**src/rtl/udc_fsm.sv**
```systemverilog
// Up/down occupancy counter: synchronised active-low arrival/departure sensors,
// saturating count with EMPTY/PARTIAL/FULL state and registered full/empty flags.
module udc_fsm #(
    parameter int CNT_W       = 3,
    parameter int MAX_COUNT   = 7,
    parameter int SYNC_STAGES = 2
) (
    input  logic             clk,
    input  logic             rst,
    input  logic             sens_front,
    input  logic             sens_back,
    output logic             fflag,
    output logic             eflag,
    output logic [CNT_W-1:0] p_count
);

    localparam logic [1:0] ST_EMPTY   = 2'd0;
    localparam logic [1:0] ST_PARTIAL = 2'd1;
    localparam logic [1:0] ST_FULL    = 2'd2;

    localparam logic [CNT_W-1:0] CNT_ZERO = {CNT_W{1'b0}};
    localparam logic [CNT_W-1:0] CNT_ONE  = CNT_W'(1);
    localparam logic [CNT_W-1:0] CNT_MAX  = CNT_W'(MAX_COUNT);

    logic [SYNC_STAGES-1:0] front_sync_q;
    logic [SYNC_STAGES-1:0] back_sync_q;
    logic                   front_hist_q;
    logic                   back_hist_q;
    logic                   front_evt_s;
    logic                   back_evt_s;

    logic [1:0]       state_q;
    logic [1:0]       state_d;
    logic [CNT_W-1:0] count_q;
    logic [CNT_W-1:0] count_d;
    logic             fflag_q;
    logic             eflag_q;

    // Sensor synchronisers and edge history; preset to the idle-high level.
    always_ff @(posedge clk or negedge rst) begin
        if (!rst) begin
            front_sync_q <= {SYNC_STAGES{1'b1}};
            back_sync_q  <= {SYNC_STAGES{1'b1}};
            front_hist_q <= 1'b1;
            back_hist_q  <= 1'b1;
        end else begin
            front_sync_q <= {front_sync_q[SYNC_STAGES-2:0], sens_front};
            back_sync_q  <= {back_sync_q[SYNC_STAGES-2:0], sens_back};
            front_hist_q <= front_sync_q[SYNC_STAGES-1];
            back_hist_q  <= back_sync_q[SYNC_STAGES-1];
        end
    end

    assign front_evt_s = front_hist_q & ~front_sync_q[SYNC_STAGES-1];
    assign back_evt_s  = back_hist_q & ~back_sync_q[SYNC_STAGES-1];

    // Next state and count; simultaneous events cancel and leave everything held.
    always_comb begin
        state_d = state_q;
        count_d = count_q;
        case (state_q)
            ST_EMPTY: begin
                if (front_evt_s && !back_evt_s) begin
                    count_d = CNT_ONE;
                    state_d = (CNT_ONE == CNT_MAX) ? ST_FULL : ST_PARTIAL;
                end else begin
                    count_d = CNT_ZERO;
                end
            end
            ST_PARTIAL: begin
                if (front_evt_s && !back_evt_s) begin
                    count_d = count_q + CNT_ONE;
                    state_d = ((count_q + CNT_ONE) == CNT_MAX) ? ST_FULL : ST_PARTIAL;
                end else if (back_evt_s && !front_evt_s) begin
                    count_d = count_q - CNT_ONE;
                    state_d = (count_q == CNT_ONE) ? ST_EMPTY : ST_PARTIAL;
                end else begin
                    count_d = count_q;
                end
            end
            ST_FULL: begin
                if (back_evt_s && !front_evt_s) begin
                    count_d = CNT_MAX - CNT_ONE;
                    state_d = (CNT_MAX == CNT_ONE) ? ST_EMPTY : ST_PARTIAL;
                end else begin
                    count_d = CNT_MAX;
                end
            end
            default: begin
                state_d = ST_EMPTY;
                count_d = CNT_ZERO;
            end
        endcase
    end

    // State, count and flags registered together so flags track p_count exactly.
    always_ff @(posedge clk or negedge rst) begin
        if (!rst) begin
            state_q <= ST_EMPTY;
            count_q <= CNT_ZERO;
            fflag_q <= 1'b0;
            eflag_q <= 1'b1;
        end else begin
            state_q <= state_d;
            count_q <= count_d;
            fflag_q <= (state_d == ST_FULL);
            eflag_q <= (state_d == ST_EMPTY);
        end
    end

    assign p_count = count_q;
    assign fflag   = fflag_q;
    assign eflag   = eflag_q;

endmodule

```
**config.mk**
```make
export PLATFORM = sky130hd
export DESIGN_NAME = udc_fsm
export DESIGN_NICKNAME = d
export VERILOG_FILES = /design/src/rtl/udc_fsm.sv
export SDC_FILE = /design/constraint.sdc
export NUM_CORES = 1
export LEC_CHECK = 0
export ABC_CLOCK_PERIOD_IN_PS = 1700
export CELL_PAD_IN_SITES_DETAIL_PLACEMENT = 0
export CELL_PAD_IN_SITES_GLOBAL_PLACEMENT = 1
export CORE_MARGIN = 2
export CORE_UTILIZATION = 39
export CTS_BUF_LIST = sky130_fd_sc_hd__clkbuf_2
export DETAILED_ROUTE_END_ITERATION = 16
export GPL_TIMING_DRIVEN = 0
export PLACE_DENSITY = 0.86
export SYNTH_ARGS = -nofsm -noshare
export SYNTH_HDL_FRONTEND = slang
export SYNTH_SLANG_ARGS = --single-unit
export TNS_END_PERCENT = 1
```
**constraint.sdc**
```tcl
create_clock -name clk -period 1.7 [get_ports clk]
set_input_delay 0.255 -clock clk [delete_from_list [all_inputs] [get_ports clk]]
set_output_delay 0.255 -clock clk [all_outputs]
set_load 0.005 [all_outputs]
```
==> results of run 1 <==
[metal layers]
layer	vias up	global-route usage, %	share of wire [%]
li1	202	-	-
met1	199	17.4	44
met2	10	20.3	50
met3	2	6.25	5.4
met4	0	5.45	1.0
met5	-	0	0
[metrics by stage]
stage	hold slack (ps)	total power [uW]	cell area [um2]	setup WS [ps]
after CTS	352	974	753	25.4
after floorplan	-40.6	655	617	89.5
after global routing	349	1060	785	13.3
final	337	985	785	79.1
after detailed placement	349	797	717	-51.3
after global placement	346	788	717	-18.5
[power by group through the flow]
stage | logic, uW | clock network, uW | registers [uW]
global route | 421 | 183 | 461
finish | 380 | 155 | 449
CTS | 363 | 162 | 449
global placement | 335 | 0 | 452
detailed placement | 341 | 0 | 456
floorplan | 208 | 0 | 447
[state kept, by name (all words and copies together), names as in the netlist]
signal,cells
back_hist_q,1
back_sync_q,2
eflag,1
fflag,1
front_hist_q,1
front_sync_q,2
p_count,3
state_q,2
[worst max-delay path: stages, from the launching register on]
cell	delay, ps
dfstp_2	560
nand2b_4	60
inv_1	80
ha_4	180
mux2i_4	240
nor4_1	70
a311o_1	330
[layout make-up]
cell class | instances | area share, %
Tap cell | 16 | 2.55
Timing Repair Buffer | 9 | 11.2
Inverter | 4 | 1.91
Sequential cell | 13 | 42.6
Clock buffer | 4 | 2.55
Multi-Input combinational cell | 34 | 39.2
[cells in the final DEF, fill, tap and decap left out, types with 2 or more instances in the layout]
cell / instances
xor2_1: 2
inv_1: 4
dfrtp_1: 6
clkdlybuf4s50_1: 8
dfstp_2: 7
nand2b_4: 2
ha_1: 5
nand3_1: 2
a211o_1: 2
nor2_1: 4
nand2_1: 2
clkbuf_2: 4
o22ai_1: 2
[worst max-delay path by stage]
stage	start	slack (ps)	cells past startpoint	endpoint
after floorplan	front_sync_q[1]$_DFF_PN1_	90	6	state_q[0]$_DFF_PN0_
after global placement	back_sync_q[1]$_DFF_PN1_	-20	5	p_count[2]$_DFFE_PN0P_
after detailed placement	back_sync_q[1]$_DFF_PN1_	-50	5	p_count[2]$_DFFE_PN0P_
after CTS	back_sync_q[1]$_DFF_PN1_	30	5	p_count[2]$_DFFE_PN0P_
after global routing	front_sync_q[1]$_DFF_PN1_	10	6	state_q[0]$_DFF_PN0_
final	front_hist_q$_DFF_PN1_	80	6	p_count[2]$_DFFE_PN0P_
[cell usage after synthesis (all sizes together)]
cell type / instances / share of area (%)
xnor2: 1 / 1.4
dfrtp: 6 / 24
nor3b: 1 / 1.2
dfstp: 7 / 30
o21ai: 1 / 0.81
and4bb: 1 / 2.0
mux2i: 1 / 1.6
nor2: 4 / 2.4
o31a: 1 / 1.4
or2b: 1 / 1.2
xor2: 2 / 2.8
o22ai: 2 / 2.0
nand2: 2 / 1.2
o311ai: 1 / 1.4
a311o: 1 / 1.6
ha: 6 / 12
a211o: 2 / 2.8
nand2b: 3 / 3.4
nor4: 1 / 1.0
inv: 4 / 2.4
nand3: 2 / 1.6
nor2b: 1 / 1.0
[logic make-up (layout without fill, tap and decap cells)]
family / Yosys count / in the layout / share of synthesized area [%]
compound gates: 8 / 8 / 10.1
xor+xnor: 3 / 3 / 4.26
fa+ha+maj: 6 / 6 / 12.2
buf+inv: 4 / 17 / 2.43
flops: 13 / 13 / 54.2
mux: 1 / 1 / 1.62
simple gates: 16 / 16 / 15.2
[repair_timing]
action | CTS | global route
buffers inserted | 0 | 1
resized for setup | 3 | 3
setup endpoints to repair | 2 | 2
pin swaps | 0 | 1
==> impl_results.md, run 1 <==
* Vias in the first global route at 401
* I/O Pins at 9
* Largest net degree at the start of global routing at 14
* DR vias at approximately 410
* Slew Limit Fails at 0
* WP data required at around 1900 ps
* Cell area after synthesis at 617 um2
* Fmax at a little over 600 MHz
* Syn Inst Count at between 50 and 60
* GRT Total Usage at a little over an eighth
* Post-Syn Area per Cell at around 12 um2
* Net switching power at roughly 320 uW
* Cells after DPL at between 70 and 80
* Setup CP Type: reg -> reg
* Placeable Area at about 1500 um2
* Internal reg-to-reg setup slack at between 70 and 80 ps
* Clock Path Buffers at 2
* Clock power frac at roughly 16%
* Clk slew on worst S/H paths at around 120 ps
* Layout area overhead at 27.2%
* First-pass GRT wire length at about 1900 um
* Setup_tns at 0 ps
* Seq. cell area at between 300 and 400 um2
* Routability congestion estimate at 0.691
* #FFs+latches synth at 13
* Nets at 75
* Hold Fails Final Rpt at 0
* Final setup vio count at 0
* Logic pwr share at around two fifths
* Detail Route Antenna Nets at 0
* Sequential share of the synthesized area at between 50% and 60%
* Slew margin rel. at between 60% and 70%
* RSZ-0062 raised after global routing: false
* Hpwl dp at roughly 750 um
* Rows at 14
* Sink Count at 13
* Hold Crit Class: in -> async
* Inserted Clock Buffers at 3
* Share of cells above drive strength 1 at a little over a quarter
* Ant. Diodes at 0
* Chip height at 43.8 um
* P_leak at around 0.00036 uW
* Average vias per placed instance at 5.16
* Count of buffers from port buffering at 8
* Status: completed
* Max-Cap Viols at 0
* GRT overflow at 0
* DIE AREA at around 1900 um2
* Drc violations at 0
* CTS tree: done
* Max IR drop VDD at between 600 and 700 uV
* DRT Wirelength at around 1000 um
* Initial Util at between 40 and 50%
* Worst setup SP type: register
* Yosys warns at 0
* Multi-input logic area at roughly 310 um2
* # hold bufs at CTS at 0
* Clock root cell: clkbuf_2
* WL/cell at approximately 12 um
* Reg-to-reg startpoint: front_hist_q$_DFF_PN1_
* Clk Latency, worst-skew pair at 260 ps
* CTS H-tree lvls at 1
* Final core occ at 52.7%
* 1st-iter DRT viols at 8
* Worst setup EP type: register
* Final non-filler cell total at 80
* Clock Skew at roughly 3.4 ps
* Period utilization at between 90 and 100%
* Distinct cells, synth at 23
* Least-Margin Pin Slew at 549 ps
* CP Data Arrival Time at 1770 ps
* Seq pwr share at 45.6%
* Switching part of the total at around a third
* Fin crit period at 1620 ps
* Net Count, Synth at a little over 60
* DR pass1 iterations at 4
* Die span in x at 43.8 um
* RR Endpoint: p_count[2]$_DFFE_PN0P_
* Pwr Density at approximately 1300 nW/um2
* Internal at approximately 670 uW
* Initial antenna violation count at 0
* Register-to-Register Path Depth at 6
* Crit-path max FO at 6
* Filler cell count at 130
(Power assumes the default switching activity.)
==> inputs of run 2 (changes only) <==
Settings changed: CORE_ASPECT_RATIO from default to 0.9, GPL_TIMING_DRIVEN 0 to default.
==> impl_results.md, run 2 (synthesis results as in run 1) <==
* CTS tree: done (unchanged)
* Reg-to-reg startpoint: front_sync_q[1]$_DFF_PN1_ (was front_hist_q$_DFF_PN1_)
* Clock Path Buffers at 2 (unchanged)
* Start point of the critical path: front_sync_q[1]$_DFF_PN1_ (was front_hist_q$_DFF_PN1_)
* Final setup vio count at 0 (unchanged)
* Die span in x at 45.9 um (was 43.8 um)
* DR vias at 409 (was 413)
* Max-Cap Viols at 0 (unchanged)
* Number of flip-flops in the largest register at 3 (unchanged)
* Slew margin rel. at 63.2% (was 63.3%)
* Slowest cell on the critical path: dfstp_2 (unchanged)
* Clk Latency, worst-skew pair at 260 ps (about the same)
* Worst setup SP type: register (unchanged)
* Fin crit period at 1610 ps (was 1620 ps)
* Slowest stage delay, CP at 540 ps (was 560 ps)
* CP Data Arrival Time at 1770 ps (about the same)
* Seq pwr share at 46.5% (was 45.6%)
* Clock root cell: clkbuf_2 (unchanged)
* CTS H-tree lvls at 1 (unchanged)
* Commonest cells after routing, fill and taps aside: 8 x clkdlybuf4s50_1, 7 x dfstp_2, 6 x dfrtp_1 (unchanged)
* Clock power frac at 15.9% (was 15.8%)
* Ant. Diodes at 0 (unchanged)
* Switching part of the total at 32.5% (was 32.4%)
* GRT Total Usage at 12.4% (was 13.7%)
* Chip height at 41.7 um (was 43.8 um)
* Clock Skew at 7.31 ps (was 3.39 ps)
* I/O Pins at 9 (unchanged)
* Largest delay contributor family on the critical path: flip-flops (unchanged)
* Placeable Area at 1460 um2 (was 1490 um2)
* Worst setup EP type: register (unchanged)
* Routability congestion estimate at 0.798 (was 0.691)
* Crit path cell chain: nand2b_1 > inv_1 > ha_4 > and4bb_1 > nor2_1 > a211o_1 (was nand2b_4 > inv_1 > ha_4 > mux2i_4 > nor4_1 > a311o_1)
* Hold Crit Class: in -> async (unchanged)
* DRT Wirelength at 982 um (was 995 um)
* Final core occ at 52.1% (was 52.7%)
* Final non-filler cell total at 79 (was 80)
* Hpwl dp at 735 um (was 747 um)
* Cells after DPL at 75 (unchanged)
* Nets at 75 (unchanged)
* 1st-iter DRT viols at 11 (was 8)
* Rows at 13 (was 14)
* Pwr Density at 1270 nW/um2 (was 1250 nW/um2)
* WL/cell at 12.4 um (about the same)
* Initial antenna violation count at 0 (unchanged)
* Post-route total power at 964 uW (was 985 uW)
* Most common cell after layout, fill and taps aside: clkdlybuf4s50_1 (unchanged)
* WHS at 336 ps (was 337 ps)
* Crit-path max FO at 4 (was 6)
* RSZ-0062 raised after global routing: true (was false)
* Drc violations at 0 (unchanged)
* Vias in the first global route at 384 (was 401)
* Filler cell count at 131 (was 130)
* Clk slew on worst S/H paths at 120 ps (about the same)
* First-pass GRT wire length at 1690 um (was 1860 um)
* Hold Fails Final Rpt at 0 (unchanged)
* Status: completed (unchanged)
* Setup bufs post-CTS at 0 (unchanged)
* DIE AREA at 1920 um2 (about the same)
* Inserted Clock Buffers at 3 (unchanged)
* Net switching power at 313 uW (was 319 uW)
* Internal at 651 uW (was 665 uW)
* Detail Route Antenna Nets at 0 (unchanged)
* Layout area overhead at 23.5% (was 27.2%)
* Period utilization at 94.7% (was 95.3%)
* Least-Margin Pin Slew at 550 ps (was 549 ps)
* P_leak at 0.000349 uW (was 0.000361 uW)
* Logic pwr share at 37.6% (was 38.6%)
* Slew Limit Fails at 0 (unchanged)
* Largest net degree at the start of global routing at 14 (unchanged)
* Fmax at 621 MHz (was 617 MHz)
* Max IR drop VDD at 652 uV (was 629 uV)
* DR pass1 iterations at 4 (unchanged)
* WP buf/inv at 1 (unchanged)
* Share of cells above drive strength 1 at 25.0% (was 26.6%)
* Setup CP Type: reg -> reg (unchanged)
* Initial Util at 42.1% (was 41.4%)
* Sink Count at 13 (unchanged)
* GRT overflow at 0 (unchanged)
* Count of buffers from port buffering at 8 (unchanged)
* Average vias per placed instance at 5.18 (was 5.16)
* WP data required at 1860 ps (was 1850 ps)
-- run 2: path summary, 6_finish.rpt --
| path | endpoint | slack [ps] | cells past startpoint |
|---|---|---|---|
| setup / recovery | state_q[0]$_DFF_PN0_ | 90 | 6 |
| hold / removal | fflag$_DFF_PN0_ | 340 | 1 |
| setup reg to reg | state_q[0]$_DFF_PN0_ | 90 | 6 |
| hold reg to reg | back_hist_q$_DFF_PN1_ | 360 | 0 |
| max in group asynchronous | back_sync_q[1]$_DFF_PN1_ | 990 | 1 |
| min in group clk | back_hist_q$_DFF_PN1_ | 360 | 0 |
-- run 2: layer usage --
metal  GRT usage [%]  up-vias  share of wire [%]
met2            17.2       12                 47
met1            17.5      195                 47
met5               0        -                  0
li1                -      202                  -
met3            6.52        0                6.1
met4            1.71        0                  0
-- run 2: power groups by stage --
| stage | clock network, uW | logic [uW] | registers [uW] |
|---|---|---|---|
| final | 153 | 362 | 449 |
| after global routing | 178 | 412 | 458 |
| after CTS | 161 | 349 | 449 |
| after detailed placement | 0 | 346 | 455 |
| after global placement | 0 | 349 | 451 |
| after floorplan | 0 | 208 | 447 |
-- run 2: cell type report --
cell class	count	area, um2	area share (%)
inverter	4	15.0	1.97
clock buffer	4	20.0	2.63
multi-input combinational	34	287	37.6
sequential	13	334	43.8
timing repair buffer	9	87.6	11.5
tap	15	18.8	2.46
-- run 2: metrics by stage --
step | cell area [um2] | setup slack, ps | TNS, ps
6_report | 762 | 89.9 | 0
3_3_place_gp | 723 | 40.6 | 0
2_1_floorplan | 617 | 89.5 | 0
4_1_cts | 743 | 14.4 | 0
5_1_grt | 762 | -3.49 | -3.49
3_5_place_dp | 723 | 26.6 | 0
-- run 2: repair_timing --
action	4_1_cts	5_1_grt
setup endpoints to repair	0	3
gates resized for setup	0	4
endpoints found under the hold margin	0	0
hold buffers	0	0
==> inputs of run 3 (changes only) <==
Settings changed: CORE_MARGIN 2 to 5.
==> impl_results.md, run 3 (synthesis results as in run 1) <==
* Sink Count at 13 (unchanged)
* Setup CP Type: reg -> reg (unchanged)
* DR pass1 iterations at 4 (unchanged)
* Ant. Diodes at 0 (unchanged)
* 1st-iter DRT viols at 5 (was 11)
* # hold bufs at CTS at 0 (unchanged)
* WP data required at 1860 ps (about the same)
* Placeable Area at 1480 um2 (was 1460 um2)
* WL/cell at 11.6 um (was 12.4 um)
* Max IR drop VDD at 666 uV (was 652 uV)
* Rows at 13 (unchanged)
* Count of buffers from port buffering at 8 (unchanged)
* Largest net degree at the start of global routing at 14 (unchanged)
* Initial Util at 41.7% (was 42.1%)
* Commonest cells after routing, fill and taps aside: 8 x clkdlybuf4s50_1, 7 x dfstp_2, 6 x dfrtp_1 (unchanged)
* Fin crit period at 1610 ps (about the same)
* Register-to-Register Path Depth at 6 (unchanged)
* Worst slack, placed at 38.0 ps (was 26.6 ps)
* Filler cell count at 140 (was 131)
* Design area at 762 um2 (unchanged)
* Clk Latency, worst-skew pair at 260 ps (about the same)
* Hold Crit Class: in -> async (unchanged)
* Internal reg-to-reg setup slack at 90 ps (about the same)
* First-pass GRT wire length at 1610 um (was 1690 um)
* Setup_tns at 0 ps (unchanged)
* RR Endpoint: p_count[2]$_DFFE_PN0P_ (was state_q[0]$_DFF_PN0_)
* Die span in x at 51.9 um (was 45.9 um)
* Inserted Clock Buffers at 3 (unchanged)
* Least-Margin Pin Slew at 562 ps (was 550 ps)
* Share of cells above drive strength 1 at 23.1% (was 25.0%)
* Chip height at 47.7 um (was 41.7 um)
* CP Data Arrival Time at 1770 ps (about the same)
* Clk slew on worst S/H paths at 130 ps (was 120 ps)
* Initial antenna violation count at 0 (unchanged)
* Hpwl dp at 790 um (was 735 um)
* Post-route total power at 974 uW (was 964 uW)
* Routability congestion estimate at 0.824 (was 0.798)
* Vias in the first global route at 361 (was 384)
* CTS tree: done (unchanged)
* DIE AREA at 2480 um2 (was 1920 um2)
* Worst setup SP type: register (unchanged)
* Nets at 76 (was 75)
* Detail Route Antenna Nets at 0 (unchanged)
* RSZ-0062 raised after global routing: true (unchanged)
* GRT overflow at 0 (unchanged)
* Layout area overhead at 23.5% (unchanged)
* DR vias at 404 (was 409)
* Most common cell after layout, fill and taps aside: clkdlybuf4s50_1 (unchanged)
* Slew Limit Fails at 0 (unchanged)
* DRT Wirelength at 1010 um (was 982 um)
* Fmax at 620 MHz (was 621 MHz)
* Clock Skew at 5.02 ps (was 7.31 ps)
* Reg-to-reg startpoint: front_sync_q[1]$_DFF_PN1_ (unchanged)
* Max-Cap Viols at 0 (unchanged)
* Hold Fails Final Rpt at 0 (unchanged)
* Final setup vio count at 0 (unchanged)
* Final core occ at 51.5% (was 52.1%)
* I/O Pins at 9 (unchanged)
* Pwr Density at 1280 nW/um2 (was 1270 nW/um2)
* GRT Total Usage at 9.08% (was 12.4%)
* Clock root cell: clkbuf_2 (unchanged)
* Crit-path max FO at 4 (unchanged)
* Clock Path Buffers at 2 (unchanged)
* Worst setup EP type: register (unchanged)
* Number of flip-flops in the largest register at 3 (unchanged)
* Average vias per placed instance at 4.64 (was 5.18)
* Dpl cell area at 732 um2 (was 723 um2)
* CTS H-tree lvls at 1 (unchanged)
* P_leak at 0.000351 uW (was 0.000349 uW)
* Period utilization at 94.9% (was 94.7%)
* Status: completed (unchanged)
* Slew margin rel. at 62.4% (was 63.2%)
* Drc violations at 0 (unchanged)
* Final worst slack at 86.5 ps (was 89.9 ps)
==> run 3: cell types whose count changed in the layout (fill, tap and decap cells not counted) <==
cell,previous run,this run
clkbuf_2,4,3
mux2i_2,1,0
buf_4,1,2
mux2i_1,0,1
ha_4,1,0
ha_1,4,5
clkinv_2,0,1
==> run 3: through the flow <==
| stage | instances | hold slack (ps) |
|---|---|---|
| after floorplan | 51 | -40.6 |
| after global placement | 82 | 346 |
| after detailed placement | 82 | 347 |
| after CTS | 86 | 347 |
| after global routing | 87 | 340 |
| final | 87 | 335 |
==> run 3: cell type report <==
type | instances | area [um2] | area share (%)
Timing Repair Buffer | 10 | 95.1 | 12.5
Clock inverter | 1 | 5.00 | 0.657
Sequential cell | 13 | 334 | 43.8
Inverter | 4 | 15.0 | 1.97
Multi-Input combinational cell | 34 | 270 | 35.5
Clock buffer | 3 | 15.0 | 1.97
Tap cell | 22 | 27.5 | 3.61
==> run 3: where the power goes <==
part | leakage [uW] | total (uW) | internal [uW] | switching (uW)
clock network | 0.0000164 | 152 | 53.2 | 98.9
logic | 0.000184 | 376 | 213 | 163
registers | 0.000151 | 446 | 382 | 63.6
total | 0.000351 | 974 | 649 | 325
==> run 3: timing repair <==
item,4_1_cts,5_1_grt
setup buffers,0,1
gates resized for setup,0,1
endpoints found under the setup margin,0,3
==> run 3: worst max-delay path: stages, from the launching register on <==
cell      delay, ps
dfstp_2         540
nand2b_1        120
inv_1            50
ha_2            190
mux2i_1         140
buf_4           140
a311o_1         340
==> run 3: routing by layer <==
layer  wire, um  vias up  track usage (%)
met5          0        -                0
met4          0        0                0
met3         54        0             4.67
met2        419       10             13.0
met1        535      189             13.0
li1           -      205                -
==> run 3: worst max-delay path by stage <==
stage                                          from                      to  slack, ps  cells past startpoint
after floorplan           front_sync_q[1]$_DFF_PN1_    state_q[0]$_DFF_PN0_         90                      6
after global placement    front_sync_q[1]$_DFF_PN1_    state_q[0]$_DFF_PN0_         40                      6
after detailed placement  front_sync_q[1]$_DFF_PN1_    state_q[0]$_DFF_PN0_         40                      6
after CTS                 front_sync_q[1]$_DFF_PN1_    state_q[0]$_DFF_PN0_         10                      6
after global routing       back_sync_q[1]$_DFF_PN1_  p_count[2]$_DFFE_PN0P_         -8                      5
final                     front_sync_q[1]$_DFF_PN1_  p_count[2]$_DFFE_PN0P_         90                      6
